[src/rtl/i2c_arb_pkg.sv]
// Shared definitions for the two-port i2c_master arbiter: state encoding, port indices,
// and timeout counter width.
package i2c_arb_pkg;

    localparam int unsigned CNT_W = 13;

    localparam logic PORT0 = 1'b0;
    localparam logic PORT1 = 1'b1;

    localparam logic [1:0] ST_IDLE  = 2'd0;
    localparam logic [1:0] ST_ISSUE = 2'd1;
    localparam logic [1:0] ST_BUSY  = 2'd2;
    localparam logic [1:0] ST_DONE  = 2'd3;

    typedef enum logic [1:0] {
        StIdle  = ST_IDLE,
        StIssue = ST_ISSUE,
        StBusy  = ST_BUSY,
        StDone  = ST_DONE
    } arb_state_e;

endpackage

[src/rtl/i2c_rr_select.sv]
// Two-input round-robin picker: a lone request wins outright, a tie goes to the port
// that was not served last.
module i2c_rr_select
    import i2c_arb_pkg::*;
(
    input  logic [1:0] req,
    input  logic       last,
    output logic [1:0] pick
);

    always_comb begin
        pick = 2'b00;
        case (req)
            2'b01:   pick = 2'b01;
            2'b10:   pick = 2'b10;
            2'b11:   pick = (last == PORT0) ? 2'b10 : 2'b01;
            default: pick = 2'b00;
        endcase
    end

endmodule

[src/rtl/i2c_arbiter.sv]
// Shares one i2c_master between two requesters: round-robin grant, latched transaction
// parameters, per-port handshake gating and completion/timeout reporting.
module i2c_arbiter
    import i2c_arb_pkg::*;
#(
    parameter int unsigned START_TIMEOUT = 4096
) (
    input  logic       clk,
    input  logic       rst,
    input  logic       req0,
    input  logic       req1,
    input  logic [6:0] addr0,
    input  logic [6:0] addr1,
    input  logic       rnw0,
    input  logic       rnw1,
    input  logic [2:0] size0,
    input  logic [2:0] size1,
    input  logic [7:0] wdata0,
    input  logic [7:0] wdata1,
    input  logic       wvalid0,
    input  logic       wvalid1,
    output logic       gnt0,
    output logic       gnt1,
    output logic       wreq0,
    output logic       wreq1,
    output logic       rvalid0,
    output logic       rvalid1,
    output logic [7:0] rdata,
    output logic       done0,
    output logic       done1,
    output logic       err0,
    output logic       err1,
    output logic       m_start,
    output logic [6:0] m_addr,
    output logic       m_read_nwrite,
    output logic [2:0] m_data_size,
    output logic [7:0] m_data_i,
    output logic       m_data_valid,
    input  logic       m_ready,
    input  logic       m_busy,
    input  logic       m_data_request,
    input  logic       m_data_available,
    input  logic [7:0] m_data_o
);

    localparam logic [CNT_W-1:0] TO_LAST = CNT_W'(START_TIMEOUT - 1);

    arb_state_e       state;
    logic             last;
    logic [CNT_W-1:0] cnt;
    logic [1:0]       pick;

    i2c_rr_select u_rr (
        .req  ({req1, req0}),
        .last (last),
        .pick (pick)
    );

    always_ff @(posedge clk or negedge rst) begin
        if (!rst) begin
            state         <= StIdle;
            last          <= PORT1;  // so a tie straight after reset goes to port 0
            cnt           <= '0;
            gnt0          <= 1'b0;
            gnt1          <= 1'b0;
            done0         <= 1'b0;
            done1         <= 1'b0;
            err0          <= 1'b0;
            err1          <= 1'b0;
            m_start       <= 1'b0;
            m_addr        <= '0;
            m_read_nwrite <= 1'b0;
            m_data_size   <= '0;
        end else begin
            done0 <= 1'b0;
            done1 <= 1'b0;
            err0  <= 1'b0;
            err1  <= 1'b0;
            case (state)
                StIdle: begin
                    if ((req0 | req1) && m_ready && !m_busy) begin
                        gnt0          <= pick[0];
                        gnt1          <= pick[1];
                        m_addr        <= pick[1] ? addr1 : addr0;
                        m_read_nwrite <= pick[1] ? rnw1 : rnw0;
                        m_data_size   <= pick[1] ? size1 : size0;
                        m_start       <= 1'b1;
                        cnt           <= '0;
                        state         <= StIssue;
                    end
                end
                StIssue: begin
                    if (!m_ready) begin
                        m_start <= 1'b0;
                        state   <= StBusy;
                    end else if (cnt == TO_LAST) begin
                        m_start <= 1'b0;
                        done0   <= gnt0;
                        done1   <= gnt1;
                        err0    <= gnt0;
                        err1    <= gnt1;
                        state   <= StDone;
                    end else if (cnt != '1) begin
                        cnt <= cnt + CNT_W'(1);
                    end
                end
                StBusy: begin
                    if (m_ready) begin
                        done0 <= gnt0;
                        done1 <= gnt1;
                        state <= StDone;
                    end
                end
                StDone: begin
                    gnt0  <= 1'b0;
                    gnt1  <= 1'b0;
                    last  <= gnt1;
                    state <= StIdle;
                end
                default: state <= StIdle;
            endcase
        end
    end

    // Byte handshakes reach only the port that owns the master.
    always_comb begin
        wreq0        = gnt0 & m_data_request;
        wreq1        = gnt1 & m_data_request;
        rvalid0      = gnt0 & m_data_available;
        rvalid1      = gnt1 & m_data_available;
        rdata        = m_data_o;
        m_data_valid = (gnt0 & wvalid0) | (gnt1 & wvalid1);
        m_data_i     = gnt0 ? wdata0 : (gnt1 ? wdata1 : 8'h00);
    end

endmodule
[config.mk]
export PLATFORM = sky130hd
export DESIGN_NAME = i2c_arbiter
export DESIGN_NICKNAME = d
export VERILOG_FILES = /design/src/rtl/i2c_arb_pkg.sv /design/src/rtl/i2c_rr_select.sv /design/src/rtl/i2c_arbiter.sv
export SDC_FILE = /design/constraint.sdc
export NUM_CORES = 1
export LEC_CHECK = 0
export ABC_AREA = 1
export ABC_CLOCK_PERIOD_IN_PS = 2200
export CORE_ASPECT_RATIO = 0.9
export CORE_UTILIZATION = 35
export DETAILED_ROUTE_END_ITERATION = 10
export PLACE_DENSITY_LB_ADDON = 0.2
export SLEW_MARGIN = 20
export SYNTH_ARGS = -nofsm -noshare
export SYNTH_HDL_FRONTEND = slang
export SYNTH_SLANG_ARGS = --single-unit
[constraint.sdc]
create_clock -name clk -period 2.2 [get_ports clk]
set_input_delay 0.55 -clock clk [delete_from_list [all_inputs] [get_ports clk]]
set_output_delay 0.55 -clock clk [all_outputs]
set_load 0.02 [all_outputs]
# Word-level counts from Yosys, hierarchy flattened
# Cells that the tools add are included.
dict set report totals {
  ff_bits 34
  input_bits 56
  out_inout_bits 39
}
dict set report op_classes {
  n_addsub 1
  eq_ne 14
  mux 35
  bitwise_logic 8
  n_reduce_logical 11
}
# op n
set ops {}
lappend ops {{2-to-1 mux 13 bit} 4}
lappend ops {{one-hot mux 13 bit (2 select lines)} 1}
lappend ops {{2-to-1 mux 8 bit} 2}
lappend ops {{2-to-1 mux 1 bit} 14}
lappend ops {{adder 13 x 1 -> 13 bit, second input constant} 1}
lappend ops {{equality test 13 x 12 -> 1 bit, second input constant} 1}
lappend ops {{inequality test 13 bit, second input constant} 1}
lappend ops {{2-to-1 mux 2 bit} 5}
lappend ops {{inequality test 2 bit, second input constant} 5}
lappend ops {{one-hot mux 1 bit (2 select lines)} 5}
lappend ops {{equality test 2 bit, second input constant} 4}
lappend ops {{one-hot mux 2 bit (4 select lines)} 1}
lappend ops {{2-to-1 mux 7 bit} 1}
lappend ops {{AND 1 bit} 6}
lappend ops {{one-hot mux 2 bit (3 select lines)} 1}
lappend ops {{AND reduction 3 bit} 2}
lappend ops {{AND reduction 5 bit} 1}
lappend ops {{equality test 2 x 1 -> 1 bit, second input constant} 2}
lappend ops {{AND reduction 2 bit} 2}
lappend ops {{nonzero test 2 bit} 2}
lappend ops {{2-to-1 mux 3 bit} 1}
lappend ops {{inequality test 3 bit, second input constant} 1}
lappend ops {{logical AND 1 bit} 2}
lappend ops {{zero test 2 bit} 1}
lappend ops {{2 further kinds} 3}

# Logic depth before layout (Yosys ltp)
# Gate-level depths: netlist of the first run.
dict set report depth {
  word_depth 5
  depth_mapped 10
  depth_no_buf 9
}

# Hierarchy
# A second synthesis of the first run with hierarchy kept.
dict set report hier_totals {
  hier_cells 296
  hier_area_um2 2190.9
}
# mod instances cells_per_inst area_each_um2
set by_module_without_submodules {}
lappend by_module_without_submodules {i2c_arbiter 1 291 2169.6}
lappend by_module_without_submodules {i2c_rr_select 1 5 21.3}

# Least setup slack after synthesis of the first run
# No wires, ideal clock.
dict set report synth_path {
  kind {flip-flop to output port}
  startpoint {register gnt1}
  endpoint {output port m_data_i[0]}
  t_arrival_ns 1.072
  required_time_ns 1.650
  slack_ns 0.578
  stages_incl_launch_ff 4
  path_buffers 1
  cell_sequence {dfrtp_1 > clkbuf_1 > nand3_1 > nand2_1}
}
dict set report synth_via {
  elab_chain_cells 2
}
# element line_no
set synth_rtl {}
lappend synth_rtl {{start, declared} i2c_arbiter.sv:23} ;# output logic gnt1,
lappend synth_rtl {{start signal, assigned} i2c_arbiter.sv:83} ;# gnt1 <= pick[1];
lappend synth_rtl {{2-to-1 mux 8 bit (2 in series)} i2c_arbiter.sv:133} ;# m_data_i = gnt0 ? wdata0 : (gnt1 ? wdata1 : 8'h00);
lappend synth_rtl {{end, declared} i2c_arbiter.sv:37} ;# output logic [7:0] m_data_i,
# Every way passes these cells.

# Worst setup path after layout of the first run
dict set report layout_path {
  startpoint {register gnt1}
  endpoint {output port gnt1}
}
# No word-level cell between the ends.

==> out/results.ini, run 1 <==
[place]
io_buffers=78
hpwl_microns=3881
dp_slack_ps=-119.0
dp_cells=424
place.gp.congestion=0.7647

[sta]
hold_ws_ps=473.5
hold_viol=0
post-route-period-util_pct=93.40
setup_slack_ps=145.2
rsz0062_at_grt=false
maxSlewViolCount=0
fin_crit_ps=2055
tightest_slew_ps=451.6
finClkSkew_ps=12.72
final-setup-viol-count=0
max_slew_margin_pct=69.89
max_freq_mhz=486.7

[floorplanning]
ios=95
initial_core_util_pct=36.52
die_w_microns=83.47
rows=26
die_area_sq_um=6287
core-area_sq_um=5725
die_h_microns=75.32

[synth]
synth_cells=286
synth_warnings=0
avgSynthCellArea_sq_um=7.310
synth_edf_count=0
ys.flop_type=dfrtp_1
syn_area_sq_um=2091
yosys.cell_types.count=31
synthTopCellsByArea=dfrtp_1 39%, nand2_1 13%, o21ai_0 7.9%, nand3_1 6.0%, nor2_1 5.2%
synth-seq-cells=34
synthArstFlopShare_pct=100.0
syn-num-nets=348
synth_top_area_cell=dfrtp_1
synth.top_cell.area_share_pct=39.50
synth_seq_area_share_pct=40.75

[worst_setup_path]
critPathKind=flop to output port
cp_top_family=buffers and inverters
crit_arrival_ps=1500
reg2reg_depth=9
path_buf_inv=1
cp_slowest_cell=clkdlybuf4s50_1
slowest_delay_ps=660
crit_chain=clkdlybuf4s50_1
r2r_end=cnt[0]$_DFFE_PN0P_
start_kind=flop
cp_max_fo=16
critPathRequiredTime_ps=1650
crit_path_end_kind=output port
r2r_slack_ps=390
rr_startpoint=state[1]$_DFFE_PN0P_

[cts]
clk-insertion-delay-late_ps=290
cts.sinks=34
root_buffer=clkbuf_8
cts_tree=yes
clockBufferDepth=2
htreeDepth=2
ctsHoldBuffers=0
path_clk_slew_ps=80
cts_made_buffers=5

[outcome]
status=complete, no violations

[detailed_routing]
routed_wl_microns=5148
vias=2045
drt-initial-drc-count=111
viasPerCell=4.734
drt_pass1_iterations=4
antenna_left=0
wire_per_inst_microns=11.92
drc_errors=0

[power_and_ir_drop]
p_leak_nw=1.416
ir_drop_mv=0.6204
p_comb_share_pct=48.2
p_sw_mw=1.300
power.density_nw_per_um2=1046
pwr-share-seq_pct=29.3
intPower_mw=1.866
totalPowerFinal_mw=3.166
pwr-share-clk_pct=22.4
p_sw_share_pct=41.05

[final_layout]
fin_cells=432
regArea_sq_um=854.6
area_growth_pct=44.76
fillCellCount=564
layout_commonest_cell=nand2_1
multi_input_area_sq_um=1021
nets=423
final_cell_mix=74 x nand2_1, 65 x clkdlybuf4s50_1, 33 x o21ai_0
antenna_cells=0
drive_gt1_share_pct=9.392
fin_util_pct=52.86

[min_path]
holdPathStages=2
worstHoldStart=last$_DFFE_PN1P_
hold_end=last$_DFFE_PN1P_
hp-class=flop to flop

[flow_run]
maxCapViolCount=0

[global_route]
antenna_found_initial=0
grt_max_degree=35
grt_pass1_wl_microns=8638
grt_pass1_vias=1909
grt_remaining_overflow=0
groute.usage.overall_pct=17.27

## cells in the mapped netlist (2+ instances only)
| master | instances |
|---|---|
| nand2_1 | 74 |
| dfrtp_1 | 33 |
| o21ai_0 | 33 |
| nor2_1 | 29 |
| nand3_1 | 25 |
| inv_1 | 23 |
| o21ai_1 | 9 |
| buf_4 | 8 |
| clkbuf_1 | 7 |
| ha_1 | 6 |
| nand4_1 | 6 |
| a21oi_1 | 5 |
| nand2_2 | 5 |
| nor2_4 | 3 |
| a21o_1 | 2 |
| nor2_2 | 2 |
| o21bai_1 | 2 |
## power by group through the flow
stage	registers [mW]	clock network, mW	logic, mW
final	0.929	0.711	1.53
after global routing	0.952	0.758	1.71
after CTS	0.929	0.730	1.55
after global placement	0.926	0	1.59
after floorplan	1.04	0	0.864
after detailed placement	0.934	0	1.59
## metal layers
layer	wire [microns]	up-vias	share of wire, %	track usage, %
li1	-	1066	-	-
met1	2451	920	48	22.67
met2	2311	54	45	27.78
met3	333	5	6.5	5.200
met4	52	0	1.0	5.838
met5	0	-	0	0
## registers in the layout, indices dropped and copies added (netlist names)
register,cells
state,2
last,1
err1,1
m_data_size,3
gnt1,1
err0,1
m_addr,7
done0,1
m_read_nwrite,1
done1,1
m_start,1
cnt,13
gnt0,1
## logic make-up (layout without fill, tap and decap cells)
group	after synthesis	in the layout	synth area share (%)
AOI/OAI and AO/OA	53	53	13.52
adders and majority gates	6	6	3.591
xor gates and xnor gates	2	2	0.8380
buffers and inverters	44	120	10.41
and+or+nand+nor	147	147	30.88
DFF	34	34	40.75
## final cells by class
cell class                 instances  area share, %
tap                               70          2.894
clock inverter                     3          2.274
inverter                          26          3.348
multi-input combinational        208          33.73
clock buffer                       5          2.274
sequential                        34          28.23
timing repair buffer              86          27.24
## worst max path at each step
| stage | start | end | slack (ps) | depth (start not counted) |
|---|---|---|---|---|
| final | gnt1$_DFFE_PN0P_ | gnt1 | 150 | 1 |
| after CTS | gnt1$_DFFE_PN0P_ | gnt1 | 120 | 1 |
| after global routing | gnt1$_DFFE_PN0P_ | gnt1 | 70 | 1 |
| after global placement | wdata1[6] | m_data_i[6] | -110 | 4 |
| after floorplan | gnt1$_DFFE_PN0P_ | m_data_i[0] | 580 | 3 |
| after detailed placement | wdata1[6] | m_data_i[6] | -120 | 4 |
## metrics by stage
step / cell area (sq um) / TNS, ps
floorplan: 2091 / 0
global placement: 2902 / -1177
detailed placement: 2902 / -1262
CTS: 3027 / 0
global route: 3027 / 0
finish: 3027 / 0
## what timing repair did
item,CTS,global route
buffers inserted,0,0
endpoints found under the setup margin,14,0
gates resized for setup,16,0
Note: power is estimated with default switching activity, not from simulation.
==> inputs of run 2 (changes only) <==
CORE_MARGIN = 4   (was not set)
CORE_UTILIZATION = 42   (was 35)
==> run 2 against run 1 <==
Net effect:
- sequential share of layout area grew 0.29 points
- combinational power is essentially flat
- final cell count shrank 1.2%
- clock power shrank 24%
- critical path depth grew 2
- count of clock-buffer cells in the layout grew 3
==> out/results.ini, run 2 (synthesis results as in run 1) <==
[sta]
max_slew_margin_pct=71.61  ; +1.7 points
finClkSkew_ps=4.722  ; -8.001 ps
fin_crit_ps=2041  ; -13.86 ps
hold_viol=0  ; unchanged
post-route-period-util_pct=92.77  ; -0.63 points
max_freq_mhz=490.0  ; +0.68%
rsz0062_at_grt=false
maxSlewViolCount=0  ; unchanged
setup_slack_ps=159.1  ; +13.86 ps
tightest_slew_ps=425.8  ; -25.76 ps
setup_tns_ps=0  ; unchanged
hold_ws_ps=466.5  ; -7.021 ps
final-setup-viol-count=0  ; unchanged

[global_route]
grt_util_met3_pct=7.416  ; +2.2 points
grt_max_degree=35  ; unchanged
grtUsageMet1_pct=22.60  ; -0.080 points
met2_usage_pct=24.82  ; -3.0 points
busiest_layer=met2
antenna_found_initial=0  ; unchanged
grt_pass1_vias=1843  ; -3.5%
grt_remaining_overflow=0  ; unchanged
grt_pass1_wl_microns=8093  ; -6.3%
groute.usage.overall_pct=17.23  ; -0.038 points

[detailed_routing]
viasPerCell=4.770  ; +0.78%
drt-initial-drc-count=120  ; +8.1%
drt_pass1_iterations=4  ; unchanged
routed_wl_microns=5124  ; -0.47%
antenna_left=0  ; unchanged
vias=2037  ; -0.39%
drc_errors=0  ; unchanged
wire_per_inst_microns=12.00  ; +0.70%

[floorplanning]
initial_core_util_pct=43.25  ; +6.7 points
ios=95  ; unchanged
die_area_sq_um=6172  ; -1.8%
die_w_microns=82.37  ; -1.3%
die_h_microns=74.94  ; -0.51%
rows=24  ; -7.7%
core-area_sq_um=4835  ; -16%

[power_and_ir_drop]
power.density_nw_per_um2=995.5  ; -4.8%
p_leak_nw=1.407  ; -0.65%
ir_drop_mv=0.6183  ; -0.33%
totalPowerFinal_mw=2.978  ; -5.9%

[worst_setup_path]
crit_arrival_ps=1490  ; about the same
r2r_end=cnt[0]$_DFFE_PN0P_
start_kind=input port
crit_path_end_kind=output port
rr_startpoint=state[1]$_DFFE_PN0P_
critPathRequiredTime_ps=1650  ; about the same
cp_max_fo=1  ; -15
reg2reg_depth=9  ; unchanged
critPathKind=input port to output port
r2r_slack_ps=470  ; +80 ps

[cts]
path_clk_slew_ps=60  ; -20 ps
ctsHoldBuffers=0  ; unchanged
postCtsResizedCells=15  ; -1
cts_tree=yes
cts_made_buffers=5  ; unchanged
postCtsSetupBuffers=0  ; unchanged
htreeDepth=2  ; unchanged
cts.sinks=34  ; unchanged
clockBufferDepth=2  ; unchanged
root_buffer=clkbuf_8
clk-insertion-delay-late_ps=290  ; about the same

[final_layout]
multi_input_area_sq_um=1021  ; unchanged
drive_gt1_share_pct=9.116  ; -0.28 points
antenna_cells=0  ; unchanged
final_cell_mix=74 x nand2_1, 65 x clkdlybuf4s50_1, 33 x o21ai_0
layout_commonest_cell=nand2_1
area_growth_pct=43.09
nets=423  ; unchanged
regArea_sq_um=853.3  ; -0.15%
fin_util_pct=61.88  ; +9.0 points
largest_reg_flops=13  ; unchanged
fin_cells=427  ; -1.2%
reg_top3=cnt: 13 flops, m_addr: 7 flops, m_data_size: 3 flops
post-route-cell-area_sq_um=2992  ; -1.2%
top_register=cnt
fillCellCount=443  ; -21%

[min_path]
holdPathStages=2  ; unchanged
hp-class=flop to flop
hold_end=last$_DFFE_PN1P_
worstHoldStart=last$_DFFE_PN1P_

[outcome]
status=complete, no violations

[place]
io_buffers=78  ; unchanged
hpwl_microns=3946  ; +1.7%
dp_slack_ps=-109.6  ; +9.362 ps
placed_area_sq_um=2895  ; -0.22%
place.gp.congestion=0.8255  ; +8.0%
dp_cells=419  ; -1.2%

[flow_run]
maxCapViolCount=0  ; unchanged

## run 2: changes by cell type in the layout (fill, tap and decap cells not counted), sizes merged
cell,before,now
clkinv,2,1
bufinv,2,0
clkbuf,5,8
## run 2: worst max-delay path by stage
stage                                start           end  slack [ps]  cells after the start
final                              wvalid0  m_data_valid         160                      3
after global routing      gnt1$_DFFE_PN0P_          gnt1         110                      1
after CTS                 gnt1$_DFFE_PN0P_          gnt1         150                      1
after detailed placement         wdata1[2]   m_data_i[2]        -110                      4
after global placement           wdata1[3]   m_data_i[3]        -100                      4
after floorplan           gnt1$_DFFE_PN0P_   m_data_i[0]         580                      3
## run 2: layout make-up
cell class | count | share of cell area [%]
Multi-Input combinational cell | 208 | 34.13
Timing Repair Buffer | 86 | 27.56
Inverter | 26 | 3.388
Tap cell | 65 | 2.719
Clock buffer | 8 | 3.680
Sequential cell | 34 | 28.52
## run 2: worst max-delay path: stages
cell and delay [ps]:
clkdlybuf4s50_1 400, a22o_1 230, dlygate4sd2_1 320
## run 2: layer usage
| metal | wire (microns) | vias to the layer above |
|---|---|---|
| met3 | 461 | 8 |
| met4 | 85 | 0 |
| li1 | - | 1069 |
| met1 | 2383 | 902 |
| met5 | 0 | - |
| met2 | 2195 | 58 |
## run 2: report_power, final
group	internal [mW]	leakage [nW]	total [mW]	switching (mW)
clock network	0.316	0.0575	0.538	0.222
registers	0.786	0.445	0.923	0.137
logic	0.623	0.904	1.52	0.893
total	1.73	1.41	2.98	1.25
